$ cat config.mk
export PLATFORM = sky130hd
export DESIGN_NAME = div_seq_ctrl_flat
export DESIGN_NICKNAME = d
export VERILOG_FILES = /design/src/rtl/div_seq_ctrl_if.sv /design/src/rtl/div_seq_ctrl.sv /design/src/flat_wrapper.sv
export SDC_FILE = /design/constraint.sdc
export NUM_CORES = 1
export LEC_CHECK = 0
export ABC_CLOCK_PERIOD_IN_PS = 2870
export CELL_PAD_IN_SITES_DETAIL_PLACEMENT = 2
export CELL_PAD_IN_SITES_GLOBAL_PLACEMENT = 2
export CORE_MARGIN = 1.5
export CORE_UTILIZATION = 34
export CTS_CLUSTER_DIAMETER = 120
export CTS_CLUSTER_SIZE = 10
export DETAILED_ROUTE_END_ITERATION = 8
export DONT_BUFFER_PORTS = 1
export PLACE_DENSITY_LB_ADDON = 0.1
export SKIP_LAST_GASP = 1
export SLEW_MARGIN = 20
export SYNTH_ARGS = -nofsm -noshare
export SYNTH_HDL_FRONTEND = slang
export SYNTH_SLANG_ARGS = --single-unit
$ cat constraint.sdc
create_clock -name clk -period 2.87 [get_ports clk]
set_input_delay 0.574 -clock clk [delete_from_list [all_inputs] [get_ports clk]]
set_output_delay 0.574 -clock clk [all_outputs]
set_load 0.02 [all_outputs]
$ cat src/rtl/div_seq_ctrl_if.sv
// Request/response bundle between the execute stage and the sequential divider.
interface div_seq_ctrl_if #(
    parameter int unsigned BUS = 32
);
    logic           div_valid;
    logic           div_ready;
    logic           div_signed;
    logic [BUS-1:0] div_a;
    logic [BUS-1:0] div_b;
    logic           div_cancel;
    logic           busy;
    logic           res_valid;
    logic           res_ready;
    logic [BUS-1:0] res_quot;
    logic [BUS-1:0] res_rem;

    modport master (
        output div_valid, div_signed, div_a, div_b, div_cancel, res_ready,
        input  div_ready, busy, res_valid, res_quot, res_rem
    );

    modport slave (
        input  div_valid, div_signed, div_a, div_b, div_cancel, res_ready,
        output div_ready, busy, res_valid, res_quot, res_rem
    );
endinterface

$ cat src/rtl/div_seq_ctrl.sv
// Sequential restoring divider for DIV/DIVU, one quotient bit per cycle.
// Optional DIV_ZERO_FAST_EN: divide-by-zero short-circuits from IDLE straight to DONE.
module div_seq_ctrl #(
    parameter int unsigned BUS   = 32,
    parameter int unsigned CNT_W = 6
) (
    input  logic          clk,
    input  logic          rst,
    div_seq_ctrl_if.slave bus
);

    typedef enum logic [2:0] {
        S_IDLE,
        S_PREP,
        S_ITER,
        S_FIX,
        S_DONE
    } state_t;

    state_t           state;
    logic [CNT_W-1:0] cnt;
    logic [BUS-1:0]   quo;
    logic [BUS-1:0]   rem;
    logic [BUS-1:0]   dvsr;
    logic [BUS-1:0]   a_raw;
    logic             sign_q;
    logic             sign_r;
    logic             b_zero;

    logic           a_neg;
    logic           b_neg;
    logic [BUS-1:0] a_abs;
    logic [BUS-1:0] b_abs;
    logic [BUS:0]   rem_sh;
    logic [BUS+1:0] sum;
    logic           borrow;
    logic           sum_unused;
    logic [BUS-1:0] q_fix;
    logic [BUS-1:0] r_fix;

    assign bus.div_ready = ~rst & (state == S_IDLE) & ~bus.div_cancel;

    // Operand magnitudes; abs only applies to signed requests
    assign a_neg = bus.div_signed & bus.div_a[BUS-1];
    assign b_neg = bus.div_signed & bus.div_b[BUS-1];
    assign a_abs = a_neg ? BUS'(-bus.div_a) : bus.div_a;
    assign b_abs = b_neg ? BUS'(-bus.div_b) : bus.div_b;

    // Trial subtract as add-with-inverted-divisor; carry out set means no borrow
    assign rem_sh     = {rem, quo[BUS-1]};
    assign sum        = {1'b0, rem_sh} + {1'b0, ~{1'b0, dvsr}} + (BUS+2)'(1);
    assign borrow     = ~sum[BUS+1];
    assign sum_unused = sum[BUS];

    always_comb begin
        q_fix = sign_q ? BUS'(-quo) : quo;
        r_fix = sign_r ? BUS'(-rem) : rem;
        if (b_zero) begin
            q_fix = '1;
            r_fix = a_raw;
        end
    end

    always_ff @(posedge clk) begin
        if (rst) begin
            state         <= S_IDLE;
            cnt           <= '0;
            quo           <= '0;
            rem           <= '0;
            dvsr          <= '0;
            a_raw         <= '0;
            sign_q        <= 1'b0;
            sign_r        <= 1'b0;
            b_zero        <= 1'b0;
            bus.busy      <= 1'b0;
            bus.res_valid <= 1'b0;
            bus.res_quot  <= '0;
            bus.res_rem   <= '0;
        end else if (state != S_IDLE && bus.div_cancel) begin
            // Flush drops the operation but leaves the last result registers intact
            state         <= S_IDLE;
            bus.busy      <= 1'b0;
            bus.res_valid <= 1'b0;
        end else begin
            case (state)
                S_IDLE: begin
                    if (bus.div_valid && bus.div_ready) begin
                        quo      <= a_abs;
                        dvsr     <= b_abs;
                        a_raw    <= bus.div_a;
                        sign_q   <= bus.div_signed & (bus.div_a[BUS-1] ^ bus.div_b[BUS-1]);
                        sign_r   <= a_neg;
                        b_zero   <= (bus.div_b == '0);
                        bus.busy <= 1'b1;
`ifdef DIV_ZERO_FAST_EN
                        if (bus.div_b == '0) begin
                            state         <= S_DONE;
                            bus.res_valid <= 1'b1;
                            bus.res_quot  <= '1;
                            bus.res_rem   <= bus.div_a;
                        end else begin
                            state <= S_PREP;
                        end
`else
                        state <= S_PREP;
`endif
                    end
                end
                S_PREP: begin
                    cnt   <= CNT_W'(BUS);
                    rem   <= '0;
                    state <= S_ITER;
                end
                S_ITER: begin
                    rem <= borrow ? rem_sh[BUS-1:0] : sum[BUS-1:0];
                    quo <= {quo[BUS-2:0], ~borrow};
                    cnt <= cnt - CNT_W'(1);
                    if (cnt == CNT_W'(1)) begin
                        state <= S_FIX;
                    end
                end
                S_FIX: begin
                    bus.res_quot  <= q_fix;
                    bus.res_rem   <= r_fix;
                    bus.res_valid <= 1'b1;
                    state         <= S_DONE;
                end
                S_DONE: begin
                    if (bus.res_ready) begin
                        bus.res_valid <= 1'b0;
                        bus.busy      <= 1'b0;
                        state         <= S_IDLE;
                    end
                end
                default: begin
                    state         <= S_IDLE;
                    bus.busy      <= 1'b0;
                    bus.res_valid <= 1'b0;
                end
            endcase
        end
    end

endmodule

$ cat src/flat_wrapper.sv
// flat-port wrapper written by rule: the top's interface ports become plain ports
module div_seq_ctrl_flat 
#(
    parameter int unsigned BUS   = 32,
    parameter int unsigned CNT_W = 6
)
  (clk, rst, bus_div_valid, bus_div_signed, bus_div_a, bus_div_b, bus_div_cancel, bus_res_ready, bus_div_ready, bus_busy, bus_res_valid, bus_res_quot, bus_res_rem);
  div_seq_ctrl_if #(.BUS(BUS)) bus_i ();
  input  logic clk;
  input  logic rst;
  input wire logic [$bits(bus_i.div_valid)-1:0] bus_div_valid;
  input wire logic [$bits(bus_i.div_signed)-1:0] bus_div_signed;
  input wire logic [$bits(bus_i.div_a)-1:0] bus_div_a;
  input wire logic [$bits(bus_i.div_b)-1:0] bus_div_b;
  input wire logic [$bits(bus_i.div_cancel)-1:0] bus_div_cancel;
  input wire logic [$bits(bus_i.res_ready)-1:0] bus_res_ready;
  output wire logic [$bits(bus_i.div_ready)-1:0] bus_div_ready;
  output wire logic [$bits(bus_i.busy)-1:0] bus_busy;
  output wire logic [$bits(bus_i.res_valid)-1:0] bus_res_valid;
  output wire logic [$bits(bus_i.res_quot)-1:0] bus_res_quot;
  output wire logic [$bits(bus_i.res_rem)-1:0] bus_res_rem;
  assign bus_i.div_valid = bus_div_valid;
  assign bus_i.div_signed = bus_div_signed;
  assign bus_i.div_a = bus_div_a;
  assign bus_i.div_b = bus_div_b;
  assign bus_i.div_cancel = bus_div_cancel;
  assign bus_i.res_ready = bus_res_ready;
  assign bus_div_ready = bus_i.div_ready;
  assign bus_busy = bus_i.busy;
  assign bus_res_valid = bus_i.res_valid;
  assign bus_res_quot = bus_i.res_quot;
  assign bus_res_rem = bus_i.res_rem;
  div_seq_ctrl #(.BUS(BUS), .CNT_W(CNT_W)) u_core (.clk(clk), .rst(rst), .bus(bus_i));
endmodule
Word-level counts from Yosys, hierarchy flattened
Index checks and enable logic that the tools add are counted.
{ "word_totals": {"reg_bits": 206, "latch_bits": 0, "ram_bits": 0, "mem_bits_ro": 0, "output_inout_bits": 67, "memories": 0} }
{ "classes": {"addsub": 7, "mul": 0, "div": 0, "order_cmp": 0, "eq_ne": 8, "n_shift": 0, "mux": 19, "n_bitwise": 12, "reduce_logical": 17} }
{ "op_table": {"columns": ["cell", "n"], "rows": [
  ["$mux W32", 8],
  ["$neg A32 Y32", 4],
  ["$pmux W32 S2", 2],
  ["$add A33 B33 Y34", 1],
  ["$add A34 B1 Y34 const B", 1],
  ["$not A32 Y33", 1],
  ["$logic_not A32 Y1", 1],
  ["$pmux W3 S5", 1],
  ["$pmux W6 S2", 1],
  ["$reduce_and A3 Y1", 4],
  ["$mux W3", 3],
  ["$eq A3 B2 Y1 const B", 2],
  ["$eq A6 B1 Y1 const B", 1],
  ["$pmux W1 S3", 2],
  ["$reduce_and A2 Y1", 3],
  ["$reduce_or A3 Y1", 2],
  ["$sub A6 B1 Y6 const B", 1],
  ["$and A1 B1 Y1", 5],
  ["$not A1 Y1", 5],
  ["$ne A2 B2 Y1 const B", 2],
  ["$reduce_bool A2 Y1", 2],
  ["$eq A3 B1 Y1 const B", 1],
  ["$eq A3 B3 Y1 const B", 1],
  ["$logic_not A3 Y1", 1],
  ["other kinds (6)", 8]
]} }

Logic depth before layout (Yosys ltp)
{ "logic_depth": {"word_depth": 6, "ltp_mapped": 14, "mapped_depth_nobuf": 13} }

Worst setup path before layout
OpenSTA, ideal clock, no wires.
{ "synth_timing": {"path_type": "input port to flip-flop", "from": "input bus_div_a[6]", "to": "register u_core.quo[29]", "arrival_time_ns": 2.725, "slack_ns": 0.011, "stages": 9, "path_buffers": 0, "path_cell_list": "nor4_1 > nand3_2 > nor2b_4 > nand2_2 > or4_4 > or4b_4 > o41ai_4 > xor2_1 > o22ai_1"} }
{ "synth_via": {"elab_chain_cells": 4} }
{ "synth_rtl": {"columns": ["item", "line", "source"], "rows": [
  ["start: declaration", "flat_wrapper.sv:13", "input wire logic [$bits(bus_i.div_a)-1:0] bus_div_a;"],
  ["$neg A32 Y32", "div_seq_ctrl.sv:46", "assign a_abs = a_neg ? BUS'(-bus.div_a) : bus.div_a;"],
  ["$mux W32", "div_seq_ctrl.sv:46", null],
  ["$mux W32", "div_seq_ctrl.sv:87", "if (bus.div_valid && bus.div_ready) begin"],
  ["$pmux W32 S2", "div_seq_ctrl.sv:85", "case (state)"],
  ["end signal: assignment", "div_seq_ctrl.sv:88", "quo <= a_abs;"],
  ["end signal: assignment", "div_seq_ctrl.sv:116", "quo <= {quo[BUS-2:0], ~borrow};"],
  ["end: declaration", "div_seq_ctrl.sv:22", "logic [BUS-1:0] quo;"]
]} }
Every way passes these cells. The select of a mux whose other input is x is not followed.
A chain may end at the register's enable or synchronous reset.

Final worst setup path
{ "layout_timing": {"from": "register u_core.rem[19]", "to": "register u_core.bus.res_rem[29]"} }
{ "layout_via": {"elab_chain_cells": 3} }
{ "layout_rtl": {"columns": ["item", "line", "source"], "rows": [
  ["start: declaration", "div_seq_ctrl.sv:23", "logic [BUS-1:0] rem;"],
  ["start signal: assignment", "div_seq_ctrl.sv:115", "rem <= borrow ? rem_sh[BUS-1:0] : sum[BUS-1:0];"],
  ["$neg A32 Y32", "div_seq_ctrl.sv:57", "r_fix = sign_r ? BUS'(-rem) : rem;"],
  ["$mux W32", "div_seq_ctrl.sv:57", null],
  ["$mux W32", "div_seq_ctrl.sv:58", "if (b_zero) begin"],
  ["end signal: assignment", "div_seq_ctrl.sv:124", "bus.res_rem <= r_fix;"],
  ["end: declaration", "div_seq_ctrl_if.sv:24", "output div_ready, busy, res_valid, res_quot, res_rem"]
]} }
Every way passes these cells.

==> flow_metrics.tcl <==
set metrics [dict create \
    crit_slowest_cell "or4_4" \
    hold_viol_final 0 \
    finalSetupViolations 0 \
    synthDistinctLibCells 66 \
    wire_per_inst_um 22.4 \
    crit_buf_inv 1 \
    die_h_um 191 \
    cap_violations 0 \
    clkTransAtPathRegs_ns 0.06 \
    register_area_mm2 0.00413 \
    crit_family "simple AND/OR/NAND/NOR gates" \
    ys_ff_latch 206 \
    area_delta_synth_final_pct 15.7 \
    grt_max_degree 173 \
    synth_nets 1690 \
    nFillCells 3995 \
    worst_r2r_endpoint "u_core.bus.res_rem[29]" \
    num_rows 68 \
    tns_ns 0 \
    initialDrtViolationCount 447 \
    cp.arrival_ns 3.21 \
    layout.nets 1716 \
    grt_pass1_vias 12321 \
    required_ns 3.29 \
    synth_top_flop_cell "dfxtp_1" \
    power_density_mw_per_mm2 502 \
    cts_hold_buf 0 \
    end_kind "flop" \
    p_leak_uw 0.00513 \
    seq_area_frac_synth_pct 34.2 \
    relSlewSlack_pct 39.4 \
    fin_hold_ws_ns 0.144 \
    drc 0 \
    synthTopCellsByArea "dfxtp_1, nand2_1, a21oi_1, xor2_1, xnor2_1" \
    gr-total-overflow 0 \
    async_reset_ff_share_pct 0 \
    syn_avg_cell_area_um2 7.62 \
    max_freq_mhz 358 \
    period_needed_ns 2.79 \
    htreeDepth 1 \
    cp_cell_sequence "buf_4 -> or4_1 -> or3_4 -> or4_4 -> o31ai_2 -> xor2_1 -> o21ai_1 -> nand2_1 -> a21oi_1" \
    power_uw 7000 \
    clockBufferDepth 3 \
    reg2reg_depth 9 \
    critPathLaunch "u_core.rem[19]" \
    final_cell_mix "nand2_1, dfxtp_1, nor2_1" \
    synth-edff-count 0 \
    critical_path.max_fanout 7 \
    cp-start-kind "flop" \
    hold_depth 1 \
    dr.pass1.iters 5 \
    cts_tree "yes" \
    io_buffers 0 \
    diodes 0 \
    floorplan.initialDensity_pct 34.7 \
    slowest_delay_ns 0.56 \
    avgViaCountPerCell 5.63 \
    multi_input_area_mm2 0.00753 \
    numCtsBuffers 24 \
    ys_warn_count 0 \
    core_mm2 0.0347 \
    comb_power_share_pct 16.5 \
    status "finished, final reports clean" \
    synth_top_area_share_pct 34.2 \
    dpl.hpwl_um 34500 \
    clkPwrFrac_pct 40.5 \
    p_sw_uw 1960 \
    syn_area_mm2 0.0120 \
    ir_worst_vdd_v 0.000367 \
    grt_usage_pct 25.3 \
    cts_root_buf "clkbuf_16" \
    layout-drive-gt1-share_pct 11.8 \
    worstHoldStart "rst" \
    worst-setup-path-type "flop to flop" \
    die_area_mm2 0.0366 \
    finalWirelength_um 46200 \
    ios 137 \
    grt_pass1_wl_um 71800 \
    worst_pin_slew_ns 0.910 \
    rsz0062_at_grt "true" \
    hold_path_end "u_core.bus.res_quot[7]" \
    yosys.area.top_type "dfxtp_1" \
    antenna_found_initial 0 \
    p_int_uw 5040 \
    ant_nets 0 \
    finalCritPeriodShare_pct 97.3 \
    cts.sinks 206 \
    seq_power_share_pct 43.0 \
    hp-class "input pin to flop" \
    final_common_cell "nand2_1" \
    clk_latency_ns 0.54 \
    vias 11599 \
    r2r_setup_slack_ns 0.08 \
    place.gp.congestion 0.809 \
    p_sw_share_pct 28.0 \
    syn_inst 1581 \
    die-width_um 191 \
    drv_slew 0 \
    finClkSkew_ns 0.0164 \
    r2r-start "u_core.rem[19]" \
]
-- synth_stat cells (8+ instances only) --
cell and n:
a21oi_1 148, o21ai_1 8, o211ai_1 19, inv_1 48
o22ai_1 25, nand2b_1 15, dfxtp_1 206, nor3_1 33
o21ai_0 109, or3_1 15, nor4_1 13, nor2_1 154
nand3_1 21, ha_1 38, a31oi_1 13, xor2_1 77
a22o_1 21, or4_1 15, a211oi_1 43, nand2_1 243
xnor2_1 67, o41ai_1 20, a21o_1 14, clkbuf_1 99
o31ai_1 22
-- repair_timing --
item                       in CTS  in global routing
cloned                          0                  1
setup endpoints to repair      29                 39
pin swaps                       1                  8
setup buffers                   0                  3
gates resized for setup         4                 29
-- worst reg2reg max path, cell delays in order, from the launching register on --
cell and delay, ns:
dfxtp_1 0.33, buf_4 0.17, or4_1 0.54, or3_4 0.37, or4_4 0.56, o31ai_2 0.23, xor2_1 0.20, o21ai_1 0.10
nand2_1 0.09, a21oi_1 0.06
-- through the flow --
stage	utilization, %	instance area (um^2)	instances	worst slack (ns)
6_report	40.1	13900	2062	0.0775
5_1_grt	40.1	13900	2062	-0.0433
4_1_cts	39.6	13800	2058	-0.0361
3_5_place_dp	37.7	13100	2032	-0.203
3_3_place_gp	37.7	13100	2032	-0.156
2_1_floorplan	-	12000	1581	0.0114
-- registers in the layout, summed over array words and instances, names as in the netlist --
| name | count |
|---|---|
| u_core.a_raw | 32 |
| u_core.bus.res_quot | 32 |
| u_core.bus.res_rem | 32 |
| u_core.dvsr | 32 |
| u_core.quo | 32 |
| u_core.rem | 32 |
| u_core.cnt | 6 |
| u_core.state | 3 |
| u_core.b_zero | 1 |
| u_core.bus.busy | 1 |
| u_core.bus.res_valid | 1 |
| u_core.sign_q | 1 |
| u_core.sign_r | 1 |
-- metal layers --
metal / track usage (%) / share of wire [%] / vias to the layer above
met5: 0 / 0 / -
met4: 6.52 / 2.2 / 0
met3: 3.62 / 3.7 / 44
met2: 43.5 / 48 / 167
met1: 33.0 / 46 / 5751
li1: - / - / 5637
-- power groups by stage --
stage / clock (uW) / combinational, uW / sequential [uW]
2_1_floorplan: 0 / 760 / 3040
3_3_place_gp: 0 / 1070 / 3070
6_report: 2830 / 1160 / 3010
3_5_place_dp: 0 / 1100 / 3070
5_1_grt: 3030 / 1280 / 3020
4_1_cts: 2930 / 1120 / 3010
-- final cells by class --
| type | instances | share of cell area [%] |
|---|---|---|
| multi-input cells | 1223 | 54.0 |
| flip-flops and latches | 206 | 29.6 |
| repair buffers | 104 | 6.27 |
| clock buffers | 25 | 4.49 |
| well taps | 455 | 4.09 |
| inverters | 48 | 1.29 |
| clock inverters | 1 | 0.215 |
-- worst max-delay path by stage --
stage / depth (start not counted) / slack (ns) / end
global placement: 9 / -0.16 / u_core.quo[29]
finish: 9 / 0.08 / u_core.bus.res_rem[29]
floorplan: 9 / 0.01 / u_core.quo[29]
CTS: 9 / -0.04 / u_core.bus.res_rem[29]
global route: 8 / -0.04 / u_core.bus.res_rem[29]
detailed placement: 9 / -0.20 / u_core.quo[29]
-- cells by family after synthesis --
family / Yosys count / synth area share (%)
buffers and inverters: 152 / 4.76
AO/OA/AOI/OAI: 481 / 25.1
XOR/XNOR: 144 / 10.5
flip-flops: 206 / 34.2
multiplexers: 6 / 0.499
AND/OR/NAND/NOR: 553 / 20.8
adder cells (fa/ha/maj): 39 / 4.11
Power figures use the tool's default switching activity.
